$ cat src/rtl/loader_wb_bridge.sv
// rtl/loader_wb_bridge.sv - HPS download FIFO to SDRAM wishbone writer with core/loader bus arbitration
module loader_wb_bridge #(
    parameter int FIFO_DEPTH = 4,
    parameter int WAIT_LEVEL = 2
) (
    input  logic        clk_sys,
    input  logic        reset,
    input  logic        ioctl_download,
    input  logic        ioctl_wr,
    input  logic [24:0] ioctl_addr,
    input  logic [31:0] ioctl_dout,
    input  logic [3:0]  ioctl_sel,
    output logic        ioctl_wait,
    input  logic        core_stb,
    input  logic        core_cyc,
    input  logic        core_we,
    input  logic [3:0]  core_sel,
    input  logic [21:0] core_adr,
    input  logic [31:0] core_dat_i,
    output logic        core_ack,
    output logic        ram_stb,
    output logic        ram_cyc,
    output logic        ram_we,
    output logic [3:0]  ram_sel,
    output logic [25:0] ram_adr,
    output logic [31:0] ram_dat_o,
    input  logic        ram_ack,
    output logic        loader_owns,
    output logic        load_done,
    output logic [22:0] word_count,
    output logic        overflow
);
    localparam int PW = $clog2(FIFO_DEPTH);
    localparam int CW = PW + 1;
    localparam int EW = 22 + 4 + 32;

    typedef enum logic [2:0] {
        S_CORE,
        S_HANDOVER,
        S_LOAD_IDLE,
        S_LOAD_WAIT,
        S_RELEASE
    } state_t;

    state_t          state_q, state_d;
    logic [EW-1:0]   mem_q [FIFO_DEPTH];
    logic [EW-1:0]   mem_d [FIFO_DEPTH];
    logic [PW-1:0]   wr_ptr_q, wr_ptr_d, rd_ptr_q, rd_ptr_d;
    logic [CW-1:0]   count_q, count_d;
    logic            wait_q, wait_d;
    logic            stb_q, stb_d, cyc_q, cyc_d, we_q, we_d;
    logic [3:0]      sel_q, sel_d;
    logic [21:0]     adr_q, adr_d;
    logic [31:0]     dat_q, dat_d;
    logic            owns_q, owns_d;
    logic            done_q, done_d;
    logic [22:0]     wc_q, wc_d;
    logic            ovf_q, ovf_d;
    logic            dl_q, dl_d;

    logic            push, pop, full, pass;
    logic [EW-1:0]   head;
    logic            unused_addr_bits;

    assign unused_addr_bits = &{1'b0, ioctl_addr[24], ioctl_addr[1:0]};

    // FIFO bookkeeping, back-pressure, overflow tracking and download edge detect
    always_comb begin
        full     = (count_q == CW'(FIFO_DEPTH));
        pop      = (state_q == S_LOAD_WAIT) && stb_q && ram_ack;
        push     = ioctl_wr && (!full || pop);
        head     = mem_q[rd_ptr_q];
        mem_d    = mem_q;
        wr_ptr_d = wr_ptr_q;
        rd_ptr_d = rd_ptr_q;
        count_d  = count_q;
        if (push) begin
            mem_d[wr_ptr_q] = {ioctl_addr[23:2], ioctl_sel, ioctl_dout};
            wr_ptr_d        = wr_ptr_q + PW'(1);
        end
        if (pop) begin
            rd_ptr_d = rd_ptr_q + PW'(1);
        end
        if (push && !pop) begin
            count_d = count_q + CW'(1);
        end else if (pop && !push) begin
            count_d = count_q - CW'(1);
        end
        wait_d = (count_d >= CW'(WAIT_LEVEL));
        dl_d   = ioctl_download;
        ovf_d  = ovf_q;
        if (ioctl_download && !dl_q) begin
            ovf_d = 1'b0;
        end
        if (ioctl_wr && full && !pop) begin
            ovf_d = 1'b1;
        end
    end

    // Ownership FSM: next state and registered loader-side bus signals
    always_comb begin
        state_d = state_q;
        stb_d   = stb_q;
        cyc_d   = cyc_q;
        we_d    = we_q;
        sel_d   = sel_q;
        adr_d   = adr_q;
        dat_d   = dat_q;
        owns_d  = owns_q;
        done_d  = 1'b0;
        wc_d    = wc_q;
        case (state_q)
            S_CORE: begin
                if (ioctl_download) begin
                    state_d = S_HANDOVER;
                end
            end
            S_HANDOVER: begin
                // Wait for the core cycle to end so an access is never split
                if (!core_cyc || ram_ack) begin
                    owns_d  = 1'b1;
                    wc_d    = '0;
                    state_d = S_LOAD_IDLE;
                end
            end
            S_LOAD_IDLE: begin
                if (count_q != '0) begin
                    stb_d   = 1'b1;
                    cyc_d   = 1'b1;
                    we_d    = 1'b1;
                    adr_d   = head[57:36];
                    sel_d   = head[35:32];
                    dat_d   = head[31:0];
                    state_d = S_LOAD_WAIT;
                end else if (!ioctl_download) begin
                    owns_d  = 1'b0;
                    done_d  = 1'b1;
                    state_d = S_RELEASE;
                end
            end
            S_LOAD_WAIT: begin
                if (pop) begin
                    stb_d   = 1'b0;
                    cyc_d   = 1'b0;
                    we_d    = 1'b0;
                    wc_d    = (&wc_q) ? wc_q : wc_q + 23'd1;
                    state_d = S_LOAD_IDLE;
                end
            end
            S_RELEASE: begin
                state_d = S_CORE;
            end
            default: begin
                state_d = S_CORE;
            end
        endcase
    end

    // Bus mux: core passes straight through until the loader takes over
    always_comb begin
        pass      = (state_q == S_CORE) || (state_q == S_HANDOVER);
        ram_stb   = pass ? core_stb : stb_q;
        ram_cyc   = pass ? core_cyc : cyc_q;
        ram_we    = pass ? core_we : we_q;
        ram_sel   = pass ? core_sel : sel_q;
        ram_adr   = pass ? {2'b00, core_adr, 2'b00} : {2'b00, adr_q, 2'b00};
        ram_dat_o = pass ? core_dat_i : dat_q;
        core_ack  = pass && !owns_q && ram_ack;
    end

    assign ioctl_wait  = wait_q;
    assign loader_owns = owns_q;
    assign load_done   = done_q;
    assign word_count  = wc_q;
    assign overflow    = ovf_q;

    // FIFO storage; contents are don't-care once the pointers are reset
    always_ff @(posedge clk_sys) begin
        mem_q <= mem_d;
    end

    // Control state registers with synchronous reset
    always_ff @(posedge clk_sys) begin
        if (reset) begin
            state_q  <= S_CORE;
            wr_ptr_q <= '0;
            rd_ptr_q <= '0;
            count_q  <= '0;
            wait_q   <= 1'b0;
            stb_q    <= 1'b0;
            cyc_q    <= 1'b0;
            we_q     <= 1'b0;
            sel_q    <= '0;
            adr_q    <= '0;
            dat_q    <= '0;
            owns_q   <= 1'b0;
            done_q   <= 1'b0;
            wc_q     <= '0;
            ovf_q    <= 1'b0;
            dl_q     <= 1'b0;
        end else begin
            state_q  <= state_d;
            wr_ptr_q <= wr_ptr_d;
            rd_ptr_q <= rd_ptr_d;
            count_q  <= count_d;
            wait_q   <= wait_d;
            stb_q    <= stb_d;
            cyc_q    <= cyc_d;
            we_q     <= we_d;
            sel_q    <= sel_d;
            adr_q    <= adr_d;
            dat_q    <= dat_d;
            owns_q   <= owns_d;
            done_q   <= done_d;
            wc_q     <= wc_d;
            ovf_q    <= ovf_d;
            dl_q     <= dl_d;
        end
    end
endmodule

$ cat config.mk
export PLATFORM = sky130hd
export DESIGN_NAME = loader_wb_bridge
export DESIGN_NICKNAME = d
export VERILOG_FILES = /design/src/rtl/loader_wb_bridge.sv
export SDC_FILE = /design/constraint.sdc
export NUM_CORES = 1
export LEC_CHECK = 0
export CAP_MARGIN = 10
export CELL_PAD_IN_SITES_DETAIL_PLACEMENT = 1
export CELL_PAD_IN_SITES_GLOBAL_PLACEMENT = 1
export CORE_ASPECT_RATIO = 2
export CORE_MARGIN = 2
export CORE_UTILIZATION = 44
export DETAILED_ROUTE_END_ITERATION = 8
export PLACE_DENSITY = 0.92
export SYNTH_ARGS = -nofsm -noshare
export SYNTH_HDL_FRONTEND = slang
export SYNTH_SLANG_ARGS = --single-unit
export TNS_END_PERCENT = 1
$ cat constraint.sdc
create_clock -name clk_sys -period 3.9 [get_ports clk_sys]
set_input_delay 0.39 -clock clk_sys [delete_from_list [all_inputs] [get_ports clk_sys]]
set_output_delay 0.39 -clock clk_sys [all_outputs]
set_load 0.01 [all_outputs]
==> Yosys cells after proc, flatten, opt, wreduce, memory -nomap -nowiden <==
Index checks and enable logic that the tools add are counted.
Widths: inputs -> output; s select.
{ "classes": {"n_div": 0, "order_cmp": 4, "n_eq_ne": 12, "muxes": 34, "mul": 0, "n_reduce_logical": 33, "shifts": 0, "bitwise_logic": 3, "n_addsub": 5} }
{ "ops": {"columns": ["operator", "count"], "rows": [
  ["$bwmux 232", 1],
  ["$mux 58", 3],
  ["$bmux 58 s2", 1],
  ["$demux 58 s2", 1],
  ["$mux 23", 3],
  ["$pmux 23 s2", 1],
  ["$mux 32", 1],
  ["$mux 24", 1],
  ["$add 23x1->23 const B", 1],
  ["$reduce_and 23->1", 1],
  ["$mux 3", 7],
  ["$ne 2x2->1 const B", 7],
  ["$pmux 3 s4", 1],
  ["$reduce_and 4->1", 3],
  ["$logic_and 1x1->1", 11],
  ["$mux 1", 11],
  ["$reduce_bool 2->1", 4],
  ["$eq 3x2->1 const B", 2],
  ["$ge 3x3->1 const B", 2],
  ["$logic_not 1->1", 6],
  ["$not 2->3", 2],
  ["$add 2x1->2 const B", 2],
  ["$mux 4", 1],
  ["$pmux 1 s2", 2],
  ["other kinds (14)", 16]
]} }
{ "word_totals": {"rom_bits": 0, "reg_bits": 329, "memories": 0, "in_bits": 127, "ramBits": 0, "latch_bits": 0, "out_inout_bits": 93, "elab_cells": 109} }

==> Depth between registers and ports, before layout <==
Gate-level depths: netlist of run 1.
{ "depth": {"ltp_word": 10, "ltp_mapped": 10} }

==> Worst setup path before layout of run 1 <==
No wires, ideal clock.
{ "synth_timing": {"kind": "register to register", "from": "reg state_q[2]", "to": "reg mem_q[0] (netlist name), enable pin", "setup_time_ns": 0.422, "setup_slack_ns": 0.868, "arrival_time_ns": 2.610, "stages_incl_launch_ff": 6, "period_less_slack_ns": 3.032, "required_ns": 3.478, "path_cell_list": "dfxtp_1 -> buf_2 -> and3b_1 -> nand2_1 -> a31oi_1 -> and2_1"} }
{ "synth_between": {"elab_chain_cells": 5} }
{ "synth_lines": {"columns": ["element", "line_no", "source"], "rows": [
  ["start: declaration", "45", "state_t state_q, state_d;"],
  ["start signal: assignment", "202", "state_q <= state_d;"],
  ["$eq 3x2->1", "70", "pop = (state_q == S_LOAD_WAIT) && stb_q && ram_ack;"],
  ["$logic_and 1x1->1 (2 in a row)", "70", null],
  ["$logic_or 1x1->1", "71", "push = ioctl_wr && (!full || pop);"],
  ["$logic_and 1x1->1", "71", null],
  ["end signal: assignment", "179", "mem_q <= mem_d;"],
  ["end: declaration", "46", "logic [EW-1:0] mem_q [FIFO_DEPTH];"]
]} }
No other way between the ends.
A chain may end at the register's enable or synchronous reset.

==> Final worst setup path of run 1 <==
{ "layout_timing": {"from": "reg state_q[1]", "to": "reg mem_q[103] (netlist name), enable pin"} }
Same word-level chain as after synthesis.

==> run metrics, run 1 <==
CP endpoint kind=register; Slew Limit Fails=0; CP top delay family=simple AND/OR/NAND/NOR gates; clock-pin slew on the worst setup and hold paths=approximately 0.070 ns; EDFF count, synth=between 200 and 250; clock skew=between 0.02 and 0.025 ns; DR top layer=met4; worst-path cell chain=and3b_1 -> nand2_1 -> a31oi_1 -> and2_4 -> buf_4; Die Span X=126 µm; initial antenna violation count=10; CTS Buf Count=30; DR WL/cell=around 23 µm; largest net degree at the start of global routing=60; die extent in y=around 250 µm; Hold Path Class=in -> reg; Cell Area, Synth=~13000 µm²; port bufs=about 210; Compound-Gate Fraction of Synth Area=5.044%; max-cap viol count=0; via count=approximately 8300; outcome=finished, final reports clean; Setup Crit Path Kind=reg -> reg; PD cells=~480 nW/µm²; Critical-path top delay cell=dfxtp_1; post-synthesis mux area share=15.27%; Boundary Pins=220; crit path launch type=register; CTS tree=yes; Antenna Nets Post-Route=0; RSZ-0062 raised after global routing=no; Die Area=31250 µm²; Post-CTS Hold Fix Bufs=0; Fin. Hold Viols=0; vias in the first global route=about 9400; CTS root buf=clkbuf_16; final period utilization=between 70% and 80%; # fillers=~2800; Mean Syn Cell Area=roughly 15 µm²; Clock Tree Buf Depth=3; setup violators final=0; metal3 WL=approximately 1.4 mm; grt total ovfl=0; Mapped Cells=881; largest family of logic cells by synthesized area=multiplexers; dpl hpwl=about 23 mm; share of cells above drive strength 1=a little under a fifth; area share of fa/ha/maj cells after synthesis=less than 1%; post-synth cell types=54; cts repair resizes=0; Max Fanout on Critical Path=32; register area share after synthesis=slightly below 70%; Tot GR Track Use=between 20 and 25%; drt first-iter violations=about 450; Pleak=between 5 and 6 nW; fin crit period=3.006 ns; synth warn=0; Peak Freq=approximately 330 MHz; FP Rows=89; vias per inst=5.595; Main synth FF type=edfxtp_1; Overall Power=7.999 mW; # clock sinks=around 330; Synth Area in Simple Gates=8.579%; Least-Margin Pin Slew=0.9218 ns; Starting Density=44.55%; Max stage delay on crit path=~0.64 ns; CP arrival=~3.2 ns; Initial DRT Pass Iterations=4; synthesized flop and latch total=329; H-tree levels=1; Area Growth Syn to Fin=28.03%; Final #Nets=roughly 1200; M1 wire length=roughly 12 mm; first-pass GRT wire length=~53 mm; DRC Markers=0; setup bufs post-CTS=0; ys async rst share=0%; relative max-transition margin=between 30% and 40%; met2 WL=~20 mm; core area=approximately 29000 µm²; worst path bufs/invs=1; Worst EP required=a little over 4 ns; drt total wl=35.03 mm; setup TNS=0 ns; XOR/XNOR share of the synthesized area=less than 1%; clk_lat worst skew=approximately 0.56 ns; Worst VDD drop=0.4112 mV; placer congestion estimate=around 0.85
[routing by layer]
metal	track usage (%)	up-vias
li1	-	3766
met5	0	-
met2	42.76	244
met1	22.84	4267
met3	2.608	65
met4	11.57	0
[registers in the layout, summed over array words and instances, names as in the netlist]
register / flops
mem_q: 232
dat_q: 32
word_count: 23
adr_q: 22
sel_q: 4
count_q: 3
state_q: 3
rd_ptr_q: 2
wr_ptr_q: 2
dl_q: 1
ioctl_wait: 1
load_done: 1
loader_owns: 1
overflow: 1
we_q: 1
[final cells by class]
class	instances	area, µm²	share of cell area, %
clock inverter	21	317.8	1.895
antenna	12	30.03	0.1791
clock buffer	35	800.8	4.775
sequential	329	8914	53.16
timing repair buffer	226	2247	13.40
multi-input combinational	494	3966	23.65
inverter	10	37.54	0.2238
tap	364	455.4	2.716
[worst reg2reg max path: stages, from the launching register on]
cell     delay, ns
dfxtp_1       0.64
and3b_1       0.30
nand2_1       0.16
a31oi_1       0.56
and2_4        0.62
buf_4         0.40
[synth_stat cells, types with 8 or more instances]
master	count	area, µm²
edfxtp_1	232	6967
nand2_1	146	548.0
dfxtp_1	97	1942
a21oi_1	80	400.4
mux2_2	58	653.1
mux4_2	58	1306
clkbuf_1	33	123.9
nor2_1	17	63.81
o21ai_0	16	80.08
or3_1	13	81.33
buf_2	11	55.05
nor3_1	11	55.05
inv_1	10	37.54
ha_1	8	100.1
or4_1	8	60.06
[kinds of logic after synthesis]
group,Yosys count
XOR/XNOR,5
buffers and inverters,61
multiplexers,120
other,1
adder cells (fa/ha/maj),8
AND/OR/NAND/NOR,238
AO/OA/AOI/OAI,119
flip-flops,329
[final timing paths]
path / start / cells past startpoint / slack (ns) / endpoint
hold reg to reg: dat_q[6] / 2 / 0.46 / dat_q[6]
setup reg to reg: state_q[1] / 5 / 0.89 / mem_q[103]
setup / recovery: state_q[1] / 5 / 0.89 / mem_q[103]
hold / removal: reset / 2 / 0.43 / dl_q
[metrics by stage]
step | area, µm² | util, % | hold slack [ns] | setup slack (ns) | cells
2_1_floorplan | 13110 | - | 0.4338 | 0.8683 | 884
3_3_place_gp | 15620 | 53.13 | 0.4456 | 0.9077 | 1423
3_5_place_dp | 15620 | 53.13 | 0.4487 | 0.7522 | 1423
4_1_cts | 16740 | 56.94 | 0.4107 | 0.8628 | 1479
5_1_grt | 16770 | 57.03 | 0.4586 | 0.6826 | 1490
6_report | 16770 | 57.04 | 0.4319 | 0.8944 | 1491
[cells in the final DEF (no fill, tap or decap), drive strengths merged, types with 9 or more instances in the layout]
cell type      count
or4                9
o21ai             17
dfxtp             97
mux2              58
clkbuf            35
buf               15
or3               14
edfxtp           232
nor3              12
nand2            147
clkdlybuf4s50    211
nor2              17
diode             12
clkinv             9
inv               12
a21oi             80
mux4              58
[power by group]
part | switching, mW | internal, mW | leakage [nW] | total (mW)
clock | 1.31 | 2.00 | 0.548 | 3.32
combinational | 0.349 | 0.388 | 1.97 | 0.737
sequential | 0.0573 | 3.89 | 2.92 | 3.95
total | 1.72 | 6.28 | 5.43 | 8.00
Note: power is estimated with default switching activity, not from simulation.
==> run 2, diff against run 1 <==
Clock period 3.9 ns to 2.9 ns, I/O delays scaled along.
==> run 2 against run 1 <==
Sequential power grew 34%. Clock power grew 15%. Final area shrank 0.12%. First-iteration DRC count shrank 1.1%. Clock-buffer cell count grew 2. Non-clock buffer count grew 19. Register-to-register slack lost 0.35 ns. Power grew 27%. Die area is the same. Sequential share of layout area grew 0.063 points. Utilization shrank 0.068 points. Largest power group unchanged.
==> run metrics, run 2 (synthesized netlist as in run 1, its figures left out) <==
dpl hpwl=24.59 mm (+8.3%); Least-Margin Pin Slew=0.9663 ns (+0.04450 ns); Comb pwr share=10.1% (+0.9 points); share of cells above drive strength 1=18.76% (+0.47 points); # clock sinks=329 (unchanged); Area Growth Syn to Fin=27.88%; Reg with most FFs=mem_q; Pleak=5.446 nW (+0.27%); Max Fanout on Critical Path=29 (-9.4%); drt first-iter violations=441 (-1.1%); Slew Limit Fails=0 (unchanged); most common cell after layout, fill and taps aside=edfxtp_1; fin crit period=2.835 ns; max-cap viol count=0 (unchanged); Clock Tree Buf Depth=3 (unchanged); Final #Nets=1243 (+1.4%); Fin. Hold Viols=0 (unchanged); Hold Path Class=in -> reg; Clock power frac=37.6% (-3.8 points); worst path bufs/invs=2 (+1); FP Rows=89 (unchanged); Antenna Nets Post-Route=0 (unchanged); cts repair resizes=0 (unchanged); CP top delay family=buffers and inverters; Peak Freq=~350 MHz; placer congestion estimate=0.8639 (+1.6%); Post-CTS Hold Fix Bufs=0 (unchanged); Worst EP required=2.61 ns (-1.53 ns); initial antenna violation count=6 (-4); vias per inst=5.652 (+1.0%); Die Span X=126 µm (unchanged); Max stage delay on crit path=0.49 ns (-0.15 ns); H-tree levels=1 (unchanged); largest net degree at the start of global routing=78 (+30%); vias in the first global route=9389 (+0.032%); drt total wl=35.74 mm (+2.0%); crit path launch type=register; final hold slack=0.3078 ns (-0.1241 ns); clk_lat worst skew=0.56 ns (about the same); CTS tree=yes; core area=29400 µm² (unchanged); first-pass GRT wire length=53.75 mm (+1.0%); setup violators final=0 (unchanged); clock skew=0.01052 ns (-0.01369 ns); Internal=7.902 mW (+26%); relative max-transition margin=35.58% (-3.0 points); Starting Density=44.55% (unchanged); Tot GR Track Use=22.51% (+0.46 points); final period utilization=slightly below 100%; HP Start=reset; via count=8483 (+1.7%); most frequent cells in the layout=edfxtp_1 (232), clkdlybuf4s50_1 (211), nand2_1 (146), dfxtp_1 (95), a21oi_1 (80); Largest register FFs=232 (unchanged); RSZ-0062 raised after global routing=yes; Boundary Pins=220 (unchanged); CTS Buf Count=28 (-6.7%); # fillers=2834 (+0.035%); setup bufs post-CTS=0 (unchanged); Net Sw Power=2.250 mW (+31%); Overall Power=10.15 mW (+27%); Initial DRT Pass Iterations=4 (unchanged); Seq pwr share=52.3% (+3.0 points); switching share of power=22.17% (+0.70 points); CTS root buf=clkbuf_16; Worst VDD drop=0.5115 mV (+24%); outcome=finished, final reports clean; DR WL/cell=23.81 µm (+1.4%); port bufs=212 (unchanged); grt total ovfl=0 (unchanged); Critical-path top delay cell=clkdlybuf4s50_1; worst-path cell chain=nor2_4 -> buf_4 -> mux2_2 -> clkdlybuf4s50_1; CP endpoint kind=primary output; PD cells=606.2 nW/µm² (+27%); Die Area=31250 µm² (unchanged); die extent in y=248.0 µm (unchanged); reg-to-reg slack, setup=0.54 ns (-0.35 ns); CP arrival=2.54 ns (-0.70 ns); Worst Setup SP=state_q[1]; RR Startpoint=state_q[1]; Setup Crit Path Kind=reg -> out; DRC Markers=0 (unchanged); clock-pin slew on the worst setup and hold paths=0.07 ns (about the same)
run 2: cell count changes in the layout (fill, tap and decap cells not counted):
cell / change
buf_12: +4
buf_4: +15
diode_2: -5
bufinv_16: -5
clkbuf_1: +4
clkinvlp_4: -1
inv_6: -1
clkinv_1: +3
clkinv_2: -2
clkbuf_16: -2
run 2: power groups by stage:
| stage | clock, mW | combinational [mW] | sequential [mW] |
|---|---|---|---|
| CTS | 3.86 | 1.04 | 5.31 |
| finish | 3.82 | 1.03 | 5.31 |
| floorplan | 0 | 0.469 | 5.38 |
| global placement | 0 | 0.976 | 5.38 |
| global route | 4.03 | 1.10 | 5.32 |
| detailed placement | 0 | 1.03 | 5.41 |
run 2: cell type report:
cell class	instances	area, µm²	area share, %
flip-flops and latches	329	8914	53.22
diodes	7	17.52	0.1046
inverters	10	37.54	0.2241
clock buffers	37	765.7	4.572
multi-input cells	494	3966	23.68
well taps	364	455.4	2.719
repair buffers	245	2440	14.57
clock inverters	15	152.6	0.9114
run 2: routing by layer:
metal  global-route usage, %  vias to the layer above  wire, µm
met1                   23.70                     4350     12460
met4                   11.60                        0      1561
met3                   2.328                       81      1434
li1                        -                     3786         -
met5                       0                        -         0
met2                   43.60                      266     20290
run 2: tightest hold or removal path, stage by stage:
cell     delay, ns
buf_2         0.09
or2_2         0.37
a21oi_1       0.07
run 2: stage by stage:
stage                      TNS, ns  utilization [%]  std cells  instance area [µm²]  setup slack (ns)
after global routing      -0.02663            56.96       1500                16750          -0.01423
after floorplan             -22.86                -        884                13110           -0.1314
after CTS                        0            56.91       1494                16730           0.05050
final                            0            56.97       1501                16750           0.06532
after detailed placement         0            53.79       1442                15810            0.5196
after global placement           0            53.79       1442                15810            0.6062
run 2: worst paths after layout:
path | depth (start not counted) | endpoint
min | 3 | word_count[18]
max | 4 | ram_adr[9]
max reg2reg | 6 | mem_q[68]
min reg2reg | 2 | dat_q[6]
==> run 3, diff against run 2 <==
Settings changed: CAP_MARGIN 10 to 20.
==> results of run 3 <==
Same layout as run 2: the final DEF is identical, and so are final timing and power.
